===== src/rtl/swerv_types.sv =====
// swerv_types: trigger packet, trigger CSR addresses and mtdata1 bit positions.
package swerv_types;
    localparam logic [11:0] MTSEL = 12'h7A0;
    localparam logic [11:0] MTDATA1 = 12'h7A1;
    localparam logic [11:0] MTDATA2 = 12'h7A2;
    localparam logic [3:0] MT_TYPE = 4'h2;
    localparam int MT_DMODE = 27;
    localparam int MT_HIT = 20;
    localparam int MT_SELECT = 19;
    localparam int MT_ACTION = 12;
    localparam int MT_CHAIN = 11;
    localparam int MT_MATCH = 7;
    localparam int MT_M = 6;
    localparam int MT_EXECUTE = 2;
    localparam int MT_STORE = 1;
    localparam int MT_LOAD = 0;
    typedef struct packed {
        logic select;
        logic match;
        logic store;
        logic load;
        logic execute;
        logic m;
        logic [31:0] tdata2;
    } trigger_pkt_t;
    typedef struct packed {
        logic dmode;
        logic hit;
        logic select;
        logic action;
        logic chain;
        logic match;
        logic m;
        logic execute;
        logic store;
        logic load;
    } mtdata1_t;
    function automatic logic [31:0] mtdata1_pack(mtdata1_t t);
        logic [31:0] r;
        r = '0;
        r[31:28] = MT_TYPE;
        r[MT_DMODE] = t.dmode;
        r[MT_HIT] = t.hit;
        r[MT_SELECT] = t.select;
        r[MT_ACTION] = t.action;
        r[MT_CHAIN] = t.chain;
        r[MT_MATCH] = t.match;
        r[MT_M] = t.m;
        r[MT_EXECUTE] = t.execute;
        r[MT_STORE] = t.store;
        r[MT_LOAD] = t.load;
        return r;
    endfunction
    function automatic mtdata1_t mtdata1_unpack(logic [31:0] w);
        mtdata1_t t;
        t.dmode = w[MT_DMODE];
        t.hit = w[MT_HIT];
        t.select = w[MT_SELECT];
        t.action = w[MT_ACTION];
        t.chain = w[MT_CHAIN];
        t.match = w[MT_MATCH];
        t.m = w[MT_M];
        t.execute = w[MT_EXECUTE];
        t.store = w[MT_STORE];
        t.load = w[MT_LOAD];
        return t;
    endfunction
endpackage


===== src/rtl/dec_trigger_chain.sv =====
// dec_trigger_chain: pairwise chain resolver; RV_TRIGGER_CHAIN_EN enables chaining, otherwise match passes through.
module dec_trigger_chain #(
    parameter int NUM_TRIG = 4
) (
    input  logic [NUM_TRIG-1:0] match_in,
    input  logic [NUM_TRIG-1:0] chain,
    output logic [NUM_TRIG-1:0] match_out
);
`ifdef RV_TRIGGER_CHAIN_EN
    always_comb begin
        match_out = match_in;
        for (int k = 0; k < NUM_TRIG; k += 2) begin
            if (chain[k]) begin
                match_out[k] = match_in[k] & match_in[k+1];
                match_out[k+1] = match_in[k] & match_in[k+1];
            end
        end
    end
`else
    logic unused_chain;
    assign unused_chain = ^chain;
    assign match_out = match_in;
`endif
endmodule


===== src/rtl/dec_trigger_csr.sv =====
// dec_trigger_csr: debug trigger CSRs, match qualification, sticky hits and registered fire/action requests.
// RV_TRIGGER_CHAIN_EN enables pairwise chaining of triggers (2k, 2k+1).
module dec_trigger_csr
    import swerv_types::*;
#(
    parameter int NUM_TRIG = 4,
    parameter int TD_W = 32
) (
    input  logic                          clk,
    input  logic                          rst,
    input  logic                          csr_wen,
    input  logic                          csr_ren,
    input  logic [11:0]                   csr_addr,
    input  logic [31:0]                   csr_wdata,
    output logic [31:0]                   csr_rdata,
    output logic                          csr_hit,
    input  logic                          dbg_mode,
    input  logic                          dec_i0_valid_d,
    input  logic                          dec_i1_valid_d,
    input  logic [NUM_TRIG-1:0]           dec_i0_trigger_match_d,
    input  logic [NUM_TRIG-1:0]           dec_i1_trigger_match_d,
    output trigger_pkt_t [NUM_TRIG-1:0]   trigger_pkt_any,
    output logic [NUM_TRIG-1:0]           trig_fire_i0_e1,
    output logic [NUM_TRIG-1:0]           trig_fire_i1_e1,
    output logic                          trig_dbg_req_e1,
    output logic                          trig_bkpt_e1
);
`ifdef RV_TRIGGER_CHAIN_EN
    localparam bit CHAIN_EN = 1'b1;
`else
    localparam bit CHAIN_EN = 1'b0;
`endif
    logic [1:0] mtsel_q, mtsel_d;
    mtdata1_t [NUM_TRIG-1:0] mtd1_q, mtd1_d;
    logic [NUM_TRIG-1:0][TD_W-1:0] td2_q, td2_d;
    logic [NUM_TRIG-1:0] chain, action, res_i0, res_i1, fire_i0_d, fire_i1_d, fire_any;
    logic [NUM_TRIG-1:0] fire_i0_q, fire_i1_q;
    logic dbg_req_d, dbg_req_q, bkpt_d, bkpt_q;
    logic locked, wr_sel, wr_d1, wr_d2, unused_wdata;

    assign unused_wdata = ^csr_wdata;
    assign locked = mtd1_q[mtsel_q].dmode && !dbg_mode;
    assign wr_sel = csr_wen && csr_addr == MTSEL;
    assign wr_d1 = csr_wen && csr_addr == MTDATA1 && !locked;
    assign wr_d2 = csr_wen && csr_addr == MTDATA2 && !locked;

    dec_trigger_chain #(.NUM_TRIG(NUM_TRIG)) u_chain_i0 (
        .match_in(dec_i0_trigger_match_d), .chain(chain), .match_out(res_i0));
    dec_trigger_chain #(.NUM_TRIG(NUM_TRIG)) u_chain_i1 (
        .match_in(dec_i1_trigger_match_d), .chain(chain), .match_out(res_i1));

    always_comb begin
        for (int i = 0; i < NUM_TRIG; i++) begin
            chain[i] = mtd1_q[i].chain;
            action[i] = mtd1_q[i].action;
        end
        fire_i0_d = res_i0 & {NUM_TRIG{dec_i0_valid_d}};
        fire_i1_d = res_i1 & {NUM_TRIG{dec_i1_valid_d}};
        fire_any = fire_i0_d | fire_i1_d;
        dbg_req_d = |(fire_any & action);
        bkpt_d = |(fire_any & ~action);
    end

    // A fire on the same cycle as a hit-clearing write keeps hit set.
    always_comb begin
        mtsel_d = wr_sel ? csr_wdata[1:0] : mtsel_q;
        mtd1_d = mtd1_q;
        td2_d = td2_q;
        for (int i = 0; i < NUM_TRIG; i++) begin
            if (wr_d1 && mtsel_q == 2'(i)) begin
                mtd1_d[i] = mtdata1_unpack(csr_wdata);
                mtd1_d[i].dmode = dbg_mode ? csr_wdata[MT_DMODE] : mtd1_q[i].dmode;
                mtd1_d[i].chain = CHAIN_EN && (i % 2 == 0) && csr_wdata[MT_CHAIN];
                mtd1_d[i].hit = mtd1_q[i].hit && csr_wdata[MT_HIT];
            end
            if (wr_d2 && mtsel_q == 2'(i)) td2_d[i] = TD_W'(csr_wdata);
            mtd1_d[i].hit = mtd1_d[i].hit | fire_any[i];
        end
    end

    always_comb begin
        csr_hit = csr_addr == MTSEL || csr_addr == MTDATA1 || csr_addr == MTDATA2;
        csr_rdata = !csr_ren ? '0 :
                    csr_addr == MTSEL ? {30'b0, mtsel_q} :
                    csr_addr == MTDATA1 ? mtdata1_pack(mtd1_q[mtsel_q]) :
                    csr_addr == MTDATA2 ? 32'(td2_q[mtsel_q]) : '0;
        for (int i = 0; i < NUM_TRIG; i++) begin
            trigger_pkt_any[i].select = mtd1_q[i].select;
            trigger_pkt_any[i].match = mtd1_q[i].match;
            trigger_pkt_any[i].store = mtd1_q[i].store;
            trigger_pkt_any[i].load = mtd1_q[i].load;
            trigger_pkt_any[i].execute = mtd1_q[i].execute;
            trigger_pkt_any[i].m = mtd1_q[i].m;
            trigger_pkt_any[i].tdata2 = 32'(td2_q[i]);
        end
    end

    always_ff @(posedge clk) begin
        if (rst) begin
            mtsel_q <= '0;
            mtd1_q <= '0;
            td2_q <= '0;
            fire_i0_q <= '0;
            fire_i1_q <= '0;
            dbg_req_q <= 1'b0;
            bkpt_q <= 1'b0;
        end else begin
            mtsel_q <= mtsel_d;
            mtd1_q <= mtd1_d;
            td2_q <= td2_d;
            fire_i0_q <= fire_i0_d;
            fire_i1_q <= fire_i1_d;
            dbg_req_q <= dbg_req_d;
            bkpt_q <= bkpt_d;
        end
    end

    assign trig_fire_i0_e1 = fire_i0_q;
    assign trig_fire_i1_e1 = fire_i1_q;
    assign trig_dbg_req_e1 = dbg_req_q;
    assign trig_bkpt_e1 = bkpt_q;
endmodule


===== config.mk =====
export PLATFORM = sky130hd
export DESIGN_NAME = dec_trigger_csr
export DESIGN_NICKNAME = d
export VERILOG_FILES = /design/src/rtl/swerv_types.sv /design/src/rtl/dec_trigger_chain.sv /design/src/rtl/dec_trigger_csr.sv
export SDC_FILE = /design/constraint.sdc
export NUM_CORES = 1
export LEC_CHECK = 0
export ABC_CLOCK_PERIOD_IN_PS = 2300
export BUFFER_PORTS_ARGS = -buffer_cell sky130_fd_sc_hd__buf_2
export CELL_PAD_IN_SITES_DETAIL_PLACEMENT = 2
export CELL_PAD_IN_SITES_GLOBAL_PLACEMENT = 2
export CORE_ASPECT_RATIO = 1.1
export CORE_MARGIN = 1
export CORE_UTILIZATION = 33
export CTS_BUF_LIST = sky130_fd_sc_hd__clkbuf_4
export CTS_CLUSTER_DIAMETER = 200
export DETAILED_ROUTE_END_ITERATION = 10
export PLACE_DENSITY = 0.88
export SKIP_CTS_REPAIR_TIMING = 1
export SYNTH_ARGS = -nofsm -noshare
export SYNTH_HDL_FRONTEND = slang
export SYNTH_SLANG_ARGS = --single-unit

===== constraint.sdc =====
create_clock -name clk -period 2.3 [get_ports clk]
set_input_delay 0.46 -clock clk [delete_from_list [all_inputs] [get_ports clk]]
set_output_delay 0.46 -clock clk [all_outputs]
set_load 0.05 [all_outputs]

-- After elaboration in Yosys (flattened, before gate mapping)
Index checks and enable logic that the tools add are counted.
- register bits after elaboration: 176
- output and inout bits: 195
- logic and storage cells: 103
- bits of input ports: 59
- bitwise operators: 10
- multiplexer cells: 12
- reductions and logical operators: 29
- eq/ne operators: 6
- $lt $le $gt $ge: 1
- operators with widths (cell ; count):
    2-to-1 mux 32 bit ; 5
    binary-select mux 32 bit (select 2 bit) ; 1
    equality test 12 x 11 -> 1 bit, second input constant ; 3
    2-to-1 mux 9 bit ; 4
    binary-select mux 10 bit (select 2 bit) ; 1
    logical AND 1 bit ; 18
    AND 4 bit ; 4
    2-to-1 mux 10 bit ; 1
    AND reduction 2 bit ; 4
    OR reduction 4 bit ; 2
    equality test 2 bit, second input constant ; 2
    NOT 4 bit ; 1
    OR 1 bit ; 4
    OR 4 bit ; 1
    less-than comparator 2 x 3 -> 1 bit, second input constant ; 1
    equality test 2 x 1 -> 1 bit, second input constant ; 1
    logical NOT 1 bit ; 2
    logical NOT 2 bit ; 1
    logical OR 1 bit ; 2

-- Logic depth before layout (Yosys ltp)
Gate-level depths: netlist of run 1.
- word-level depth: 8
- mapped depth: 8

-- Modules after synthesis
A second synthesis of run 1 with hierarchy kept.
- cell total of the unflattened synthesis: 808
- area, all modules: 8667.1 µm²
- by module, submodules not included (module ; seq. area each (µm²) ; cells an instance ; instances ; area each (µm²)):
    dec_trigger_csr ; 3523.4 ; 800 ; 1 ; 8607.0
    dec_trigger_chain ; 0.0 ; 4 ; 2 ; 30.0

-- Worst setup path after synthesis of run 1
OpenSTA, ideal clock, no wires.
- path type: in2out
- start point: in csr_addr[4]
- end point: out csr_hit
- required time: 1840 ps
- slack: -1483 ps
- arrival time: 3323 ps
- path buffers: 1
- cell stages on the path: 4
- cells stage by stage: nor4bb_1 > buf_2 > nand2_1 > a2111oi_0
- cells in the longest elaborated chain, start to end: 3
- elaborated cells between the ends (all ways): 5
- classes of those cells: 3 x eq/ne; 2 x reduce/logical
- RTL lines (what ; RTL line ; RTL):
    start: declaration ; dec_trigger_csr.sv:13 ; input logic [11:0] csr_addr,
    equality test 12 x 11 -> 1 bit ; dec_trigger_csr.sv:82 ; csr_hit = csr_addr == MTSEL || csr_addr == MTDATA1 || csr_addr == MTDATA2;
    logical OR 1 bit ; dec_trigger_csr.sv:82 ;
    logical OR 1 bit (*) ; dec_trigger_csr.sv:82 ;
    end: declaration ; dec_trigger_csr.sv:16 ; output logic csr_hit,
Mark *: on every way between the ends. The rest lies on a longest branch, timed or not.

-- Final worst setup path of run 1
- start point: reg mtsel_q[1]
- end point: out csr_rdata[19]
- cells in the longest elaborated chain, start to end: 6
- elaborated cells between the ends (all ways): 8
- classes of those cells: 8 x mux
- RTL lines (what ; RTL line ; RTL):
    start: declaration ; dec_trigger_csr.sv:33 ; logic [1:0] mtsel_q, mtsel_d;
    start signal: assignment ; dec_trigger_csr.sv:108 ; mtsel_q <= mtsel_d;
    binary-select mux 32 bit (select 2 bit) ; dec_trigger_csr.sv:86 ; csr_addr == MTDATA2 ? 32'(td2_q[mtsel_q]) : '0;
    2-to-1 mux 32 bit (implied by the code) ; dec_trigger_csr.sv:86 ;
    2-to-1 mux 32 bit ; dec_trigger_csr.sv:86 ;
    2-to-1 mux 32 bit (*) ; dec_trigger_csr.sv:85 ; csr_addr == MTDATA1 ? mtdata1_pack(mtd1_q[mtsel_q]) :
    2-to-1 mux 32 bit (*) ; dec_trigger_csr.sv:84 ; csr_addr == MTSEL ? {30'b0, mtsel_q} :
    2-to-1 mux 32 bit (*) ; dec_trigger_csr.sv:83 ; csr_rdata = !csr_ren ? '0 :
    end: declaration ; dec_trigger_csr.sv:15 ; output logic [31:0] csr_rdata,
Mark *: on every way between the ends. The rest lies on a longest branch, timed or not. The select of a mux whose other input is x is not followed.

==> metrics, run 1 <==
Overflow after GRT 0; clk slew on worst S/H paths 0.17 ns; Top-Level Pins about 250; total power 5370 uW; FF-to-FF path depth 8; final setup margin -0.378 ns; post-synth top area share 41.2%; initial antenna violation count 3; Initial Util 33.7%; Die Y 171 um; drt initial violations between 200 and 250; GP Congestion 0.782; average size of a mapped cell 10.6 um^2; Die ar. roughly 27,000 um^2; Mapped Cells 809; register area share after synthesis 41.2%; Tightest Pin Transition 0.661 ns; Area growth syn-to-layout 31.9%; FF+latch count, synth 176; Worst Hold Slack 0.146 ns; TritonCTS Sinks 176; Hold Fails Final Rpt 0; Via density ~5.1; Distinct cells, synth 44; multi-input logic area 4730 um^2; root buffer cell clkbuf_4; Cells after DPL around 1.4k; Critical Path AT 2.22 ns; H-tree Lvls 4; hold crit path type in -> reg; most frequent cells in the layout 220 x buf_2, 175 x nand2b_1, 174 x dfxtp_1; ys async rst share 0%; VDD IR max 0.239 mV; WP data required 1.84 ns; Mapped Nets 868; maximum clock rate 373 MHz; Yosys top cell by area dfxtp_1; WL final around 32,000 um; Final Cell Area 11,300 um^2; Buffers on Ports 253; sequential cell area about 3500 um^2; total of max-cap violations 0; commonest non-fill, non-tap cell in the layout buf_2; fillcell total 2,698; DRT antenna net count 0; outcome complete, but fails checks; violated checks setup timing; largest net degree at the start of global routing 75; Worst Path Max Fanout 7; Non-Filler Instances 1,425; remaining routing DRC violations 0; CTS tree done; CP Launch Type register; Total GRT Usage 23.1%; Cell Area, Synth 8550 um^2; Lkg Pwr 0.00529 uW; share of layout cells above drive strength 1 40.4%; Final setup viols 32; dpl cell area between 10,000 and 15,000 um^2; warning count from the yosys run 0; hold path depth 3; Num CTS Buffers 17; via count 7,309; Tmin final 2.68 ns; number of synthesized flops with an enable pin 0; Setup Crit Path Kind reg -> out; clock latency on the worst-skew pair 0.57 ns; P per Cell Area 476 nW/um^2; ys flop type dfxtp_1; RSZ-0062 raised after global routing yes; CTS Buffer Depth 2; Clock Skews between 0.02 and 0.03 ns; wire length of the first global-routing pass ~47,000 um; Die Wd 155 um; vias in the first global route 7,982; Final Net Count 1,125; slew margin rel. 55.8%; routed length per instance around 23 um; CP endpoint kind primary output; core area around 25,000 um^2; hpwl dp between 20,000 and 25,000 um; Final period util 116%; row cnt 61; Area contributors post-synth dfxtp_1 41%, mux2i_1 17%, nand2b_1 13%, mux4_2 10%, buf_4 3.0%; Pre-Repair DR Iteration Count 4; number of max-slew violations in the final report 0
through the flow:
step	worst slack, ns	util, %	TNS [ns]
2_1_floorplan	-0.137	-	-2.86
3_3_place_gp	-0.265	41.1	-3.34
3_5_place_dp	-0.251	41.1	-2.58
4_1_cts	-0.491	42.3	-12.75
5_1_grt	-0.453	44.5	-12.30
6_report	-0.378	44.5	-9.54
final cells by class:
type	instances	share of cell area, %
multi-input combinational	546	41.9
timing repair buffer	322	20.1
antenna	1	0.0222
tap	346	3.84
clock buffer	20	1.33
inverter	3	0.0999
sequential	176	31.3
clock inverter	11	1.39
cell usage after synthesis, types with 4 or more instances:
cell and number:
nand3_1 15, buf_2 14, mux4_2 39, nor2_1 24
dfxtp_1 176, nand2b_1 175, buf_4 34, nand4_1 6
a21oi_1 25, clkbuf_1 29, buf_6 6, nor3_1 7
a211oi_1 6, o21ai_0 18, and3_1 4, nand2_1 20
nor2b_1 24, a22oi_1 8, mux2i_1 147
where the power goes:
group	total [uW]	switching, uW	internal [uW]
logic	334	197	136
clock network	1970	1170	799
registers	3070	4.55	3060
sequential cells by signal, indices dropped and copies added, names as in the netlist:
signal	cells
trig_dbg_req_e1	1
trig_bkpt_e1	1
mtsel_q	2
trig_fire_i1_e1	4
mtd1_q	8
trigger_pkt_any	152
trig_fire_i0_e1	4
action	4
worst max-delay path, cell delays in order (launching register included):
cell and delay, ns:
dfxtp_4 0.41, buf_12 0.15, buf_6 0.11, mux4_2 0.53
a22oi_2 0.23, nor2_4 0.07, buf_6 0.15
worst paths after layout:
check,from,to,slack (ns)
worst max-delay path,mtsel_q[1]$_SDFFE_PP0P_,csr_rdata[19],-0.38
worst max register to register,mtsel_q[1]$_SDFFE_PP0P_,trigger_pkt_any[104]$_SDFFE_PP0P_,0.08
worst min register to register,trigger_pkt_any[97]$_SDFFE_PP0P_,trigger_pkt_any[97]$_SDFFE_PP0P_,0.50
worst min-delay path,csr_wdata[6],trigger_pkt_any[32]$_SDFFE_PP0N_,0.15
cell families after synthesis:
logic type / after synthesis / share of synthesized area, %
simple gates: 290 / 20.1
mux: 188 / 27.8
compound gates: 68 / 4.93
buf+inv: 87 / 6.04
flops: 176 / 41.2
routing by layer:
layer | wire (um) | vias up | share of wire [%] | GRT usage [%]
li1 | - | 3314 | - | -
met1 | 13100 | 3733 | 41 | 26.4
met2 | 16800 | 213 | 52 | 42.4
met3 | 1550 | 45 | 4.8 | 5.32
met4 | 665 | 4 | 2.1 | 6.82
met5 | 27 | - | 0.084 | 0
(Power assumes the default switching activity.)
==> run 2: changes to the inputs <==
Settings changed: SYNTH_HIERARCHICAL set to 1.
==> run 2 against run 1 <==
Effect of this change:
- the run still ends with setup timing left
- non-clock buffer count is 17 lower
- die area is 1.3% higher
- via count is 4.6% lower
- critical path depth stayed put
- clock skew is 0.0048 ns higher
- core utilization is 0.77 points lower
- final area is 0.83% lower
- sequential power hardly changed
- worst hold slack worse by 0.019 ns
- setup slack better by 0.015 ns
- routed wire length is 6.7% lower
- highest routed layer is now met4
==> metrics, run 2 <==
Total GRT Usage 21.9% (was 23.1%); Final setup viols 32 (unchanged); Pre-Repair DR Iteration Count 6 (was 4); Setup Crit Path Kind reg -> out (unchanged); crit-path cells buf_12 > buf_8 > mux4_2 > a21oi_4 > nor2_4 > buf_2 (was buf_12 > buf_6 > mux4_2 > a22oi_2 > nor2_4 > buf_6); most frequent cells in the layout 224 x buf_2, 192 x nand2b_1, 174 x dfxtp_1 (was 220 x buf_2, 175 x nand2b_1, 174 x dfxtp_1); fillcell total 2,675 (was 2,698); Overflow after GRT 0 (unchanged); delay of the slowest critical-path stage 0.48 ns (was 0.53 ns); violated checks setup timing (unchanged); warning count from the yosys run 6 (was 0); CTS tree done (unchanged); multi-input logic area 4790 um^2 (was 4730 um^2); Mapped Nets 866 (was 868); core area 25,600 um^2 (was 25,300 um^2); TritonCTS Sinks 176 (unchanged); WP data required 1.84 ns (about the same); CTS Buffer Depth 2 (unchanged); max reg flops 152 (unchanged); Non-Filler Instances 1,392 (was 1,425); number of max-slew violations in the final report 0 (unchanged); dpl ws -0.158 ns (was -0.251 ns); Via density 5.01 (was 5.13); CP endpoint kind primary output (unchanged); Buffers on Ports 253 (unchanged); Die ar. 26,900 um^2 (was 26,600 um^2); Cell Area, Synth 8660 um^2 (was 8550 um^2); DRT antenna net count 0 (unchanged); Mapped Cells 807 (was 809); share of layout cells above drive strength 1 40.7% (was 40.4%); Worst Path Max Fanout 9 (was 7); Clock Skews 0.0336 ns (was 0.0287 ns); Cells after DPL 1,341 (was 1,375); CP Launch Type register (unchanged); row cnt 61 (unchanged); clk slew on worst S/H paths 0.16 ns (was 0.17 ns); commonest non-fill, non-tap cell in the layout buf_2 (unchanged); Top-Level Pins 254 (unchanged); WL final 30,100 um (was 32,200 um); total power 5170 uW (was 5370 uW); VDD IR max 0.214 mV (was 0.239 mV); Tmin final 2.66 ns (was 2.68 ns); hpwl dp 21,500 um (was 22,200 um); slew margin rel. 70.1% (was 55.8%); remaining routing DRC violations 0 (unchanged); Lkg Pwr 0.00536 uW (was 0.00529 uW); Area growth syn-to-layout 29.1% (was 31.9%); wire length of the first global-routing pass 43,900 um (was 46,700 um); RSZ-0062 raised after global routing yes (unchanged); P per Cell Area 462 nW/um^2 (was 476 nW/um^2); GP Congestion 0.770 (was 0.782); Num CTS Buffers 17 (unchanged); Die Wd 156 um (was 155 um); final setup margin -0.363 ns (was -0.378 ns); Final period util 116% (about the same); Initial Util 33.9% (was 33.7%); initial antenna violation count 3 (unchanged); outcome complete, but fails checks (unchanged); root buffer cell clkbuf_4 (unchanged); maximum clock rate 376 MHz (was 373 MHz); average size of a mapped cell 10.7 um^2 (was 10.6 um^2); Die Y 172 um (was 171 um); worst reg-to-reg setup slack 0.15 ns (was 0.08 ns); Finished Core Util 43.7% (was 44.5%); Final Net Count 1,089 (was 1,125); drt initial violations 220 (was 234); Tightest Pin Transition 0.448 ns (was 0.661 ns); routed length per instance 21.6 um (was 22.6 um); largest net degree at the start of global routing 64 (was 75); vias in the first global route 7,572 (was 7,982); highest-delay cell along the critical path dfxtp_4 (was mux4_2); Hold Fails Final Rpt 0 (unchanged); H-tree Lvls 4 (unchanged); Critical Path AT 2.20 ns (was 2.22 ns); via count 6,970 (was 7,309); clock latency on the worst-skew pair 0.59 ns (was 0.57 ns); sequential cell area 3530 um^2 (unchanged); total of max-cap violations 0 (unchanged); hold crit path type in -> reg (unchanged)
[run 2: worst max-delay path: cells and delay by family (launching register included)]
kind	cells	cell delay (ns)
flops	1	0.48
buf+inv	3	0.54
compound gates	1	0.18
mux	1	0.39
simple gates	1	0.04
[run 2: final cells by class]
cell class / instances / share of cell area [%]
Multi-Input combinational cell: 528 / 42.9
Sequential cell: 176 / 31.6
Timing Repair Buffer: 305 / 19.1
Tap cell: 346 / 3.87
Clock inverter: 15 / 1.29
Clock buffer: 17 / 1.14
Inverter: 2 / 0.0671
Antenna cell: 3 / 0.0671
[run 2: report_power, final]
part	switching [uW]	internal [uW]	total, uW
Combinational	186	137	323
Sequential	4.57	3060	3070
Clock	1300	484	1780
Total	1490	3680	5170
[run 2: stage by stage]
stage / instance area (um^2) / setup TNS (ns) / hold WS (ns)
global placement: 10400 / -2.14 / 0.463
global route: 11200 / -12.12 / 0.0782
CTS: 10600 / -17.50 / 0.0548
detailed placement: 10400 / -5.28 / 0.478
finish: 11200 / -8.67 / 0.127
floorplan: 8810 / -3.87 / 0.452
[run 2: path summary, 6_finish.rpt]
| kind | endpoint | depth (start not counted) | from |
|---|---|---|---|
| worst max-delay path | csr_rdata[29] | 6 | mtsel_q[0]$_SDFFE_PP0P_ |
| worst min-delay path | trig_fire_i0_e1[0]$_SDFF_PP0_ | 3 | dec_i0_trigger_match_d[0] |
| worst max register to register | trigger_pkt_any[119]$_SDFFE_PP0P_ | 7 | mtsel_q[0]$_SDFFE_PP0P_ |
| worst min register to register | trigger_pkt_any[57]$_SDFFE_PP0P_ | 2 | trigger_pkt_any[57]$_SDFFE_PP0P_ |
[run 2: layer usage]
metal | track usage (%) | wire, um
met5 | 0 | 0
met4 | 7.63 | 617
met3 | 4.76 | 1460
met2 | 40.4 | 16000
met1 | 24.6 | 12000
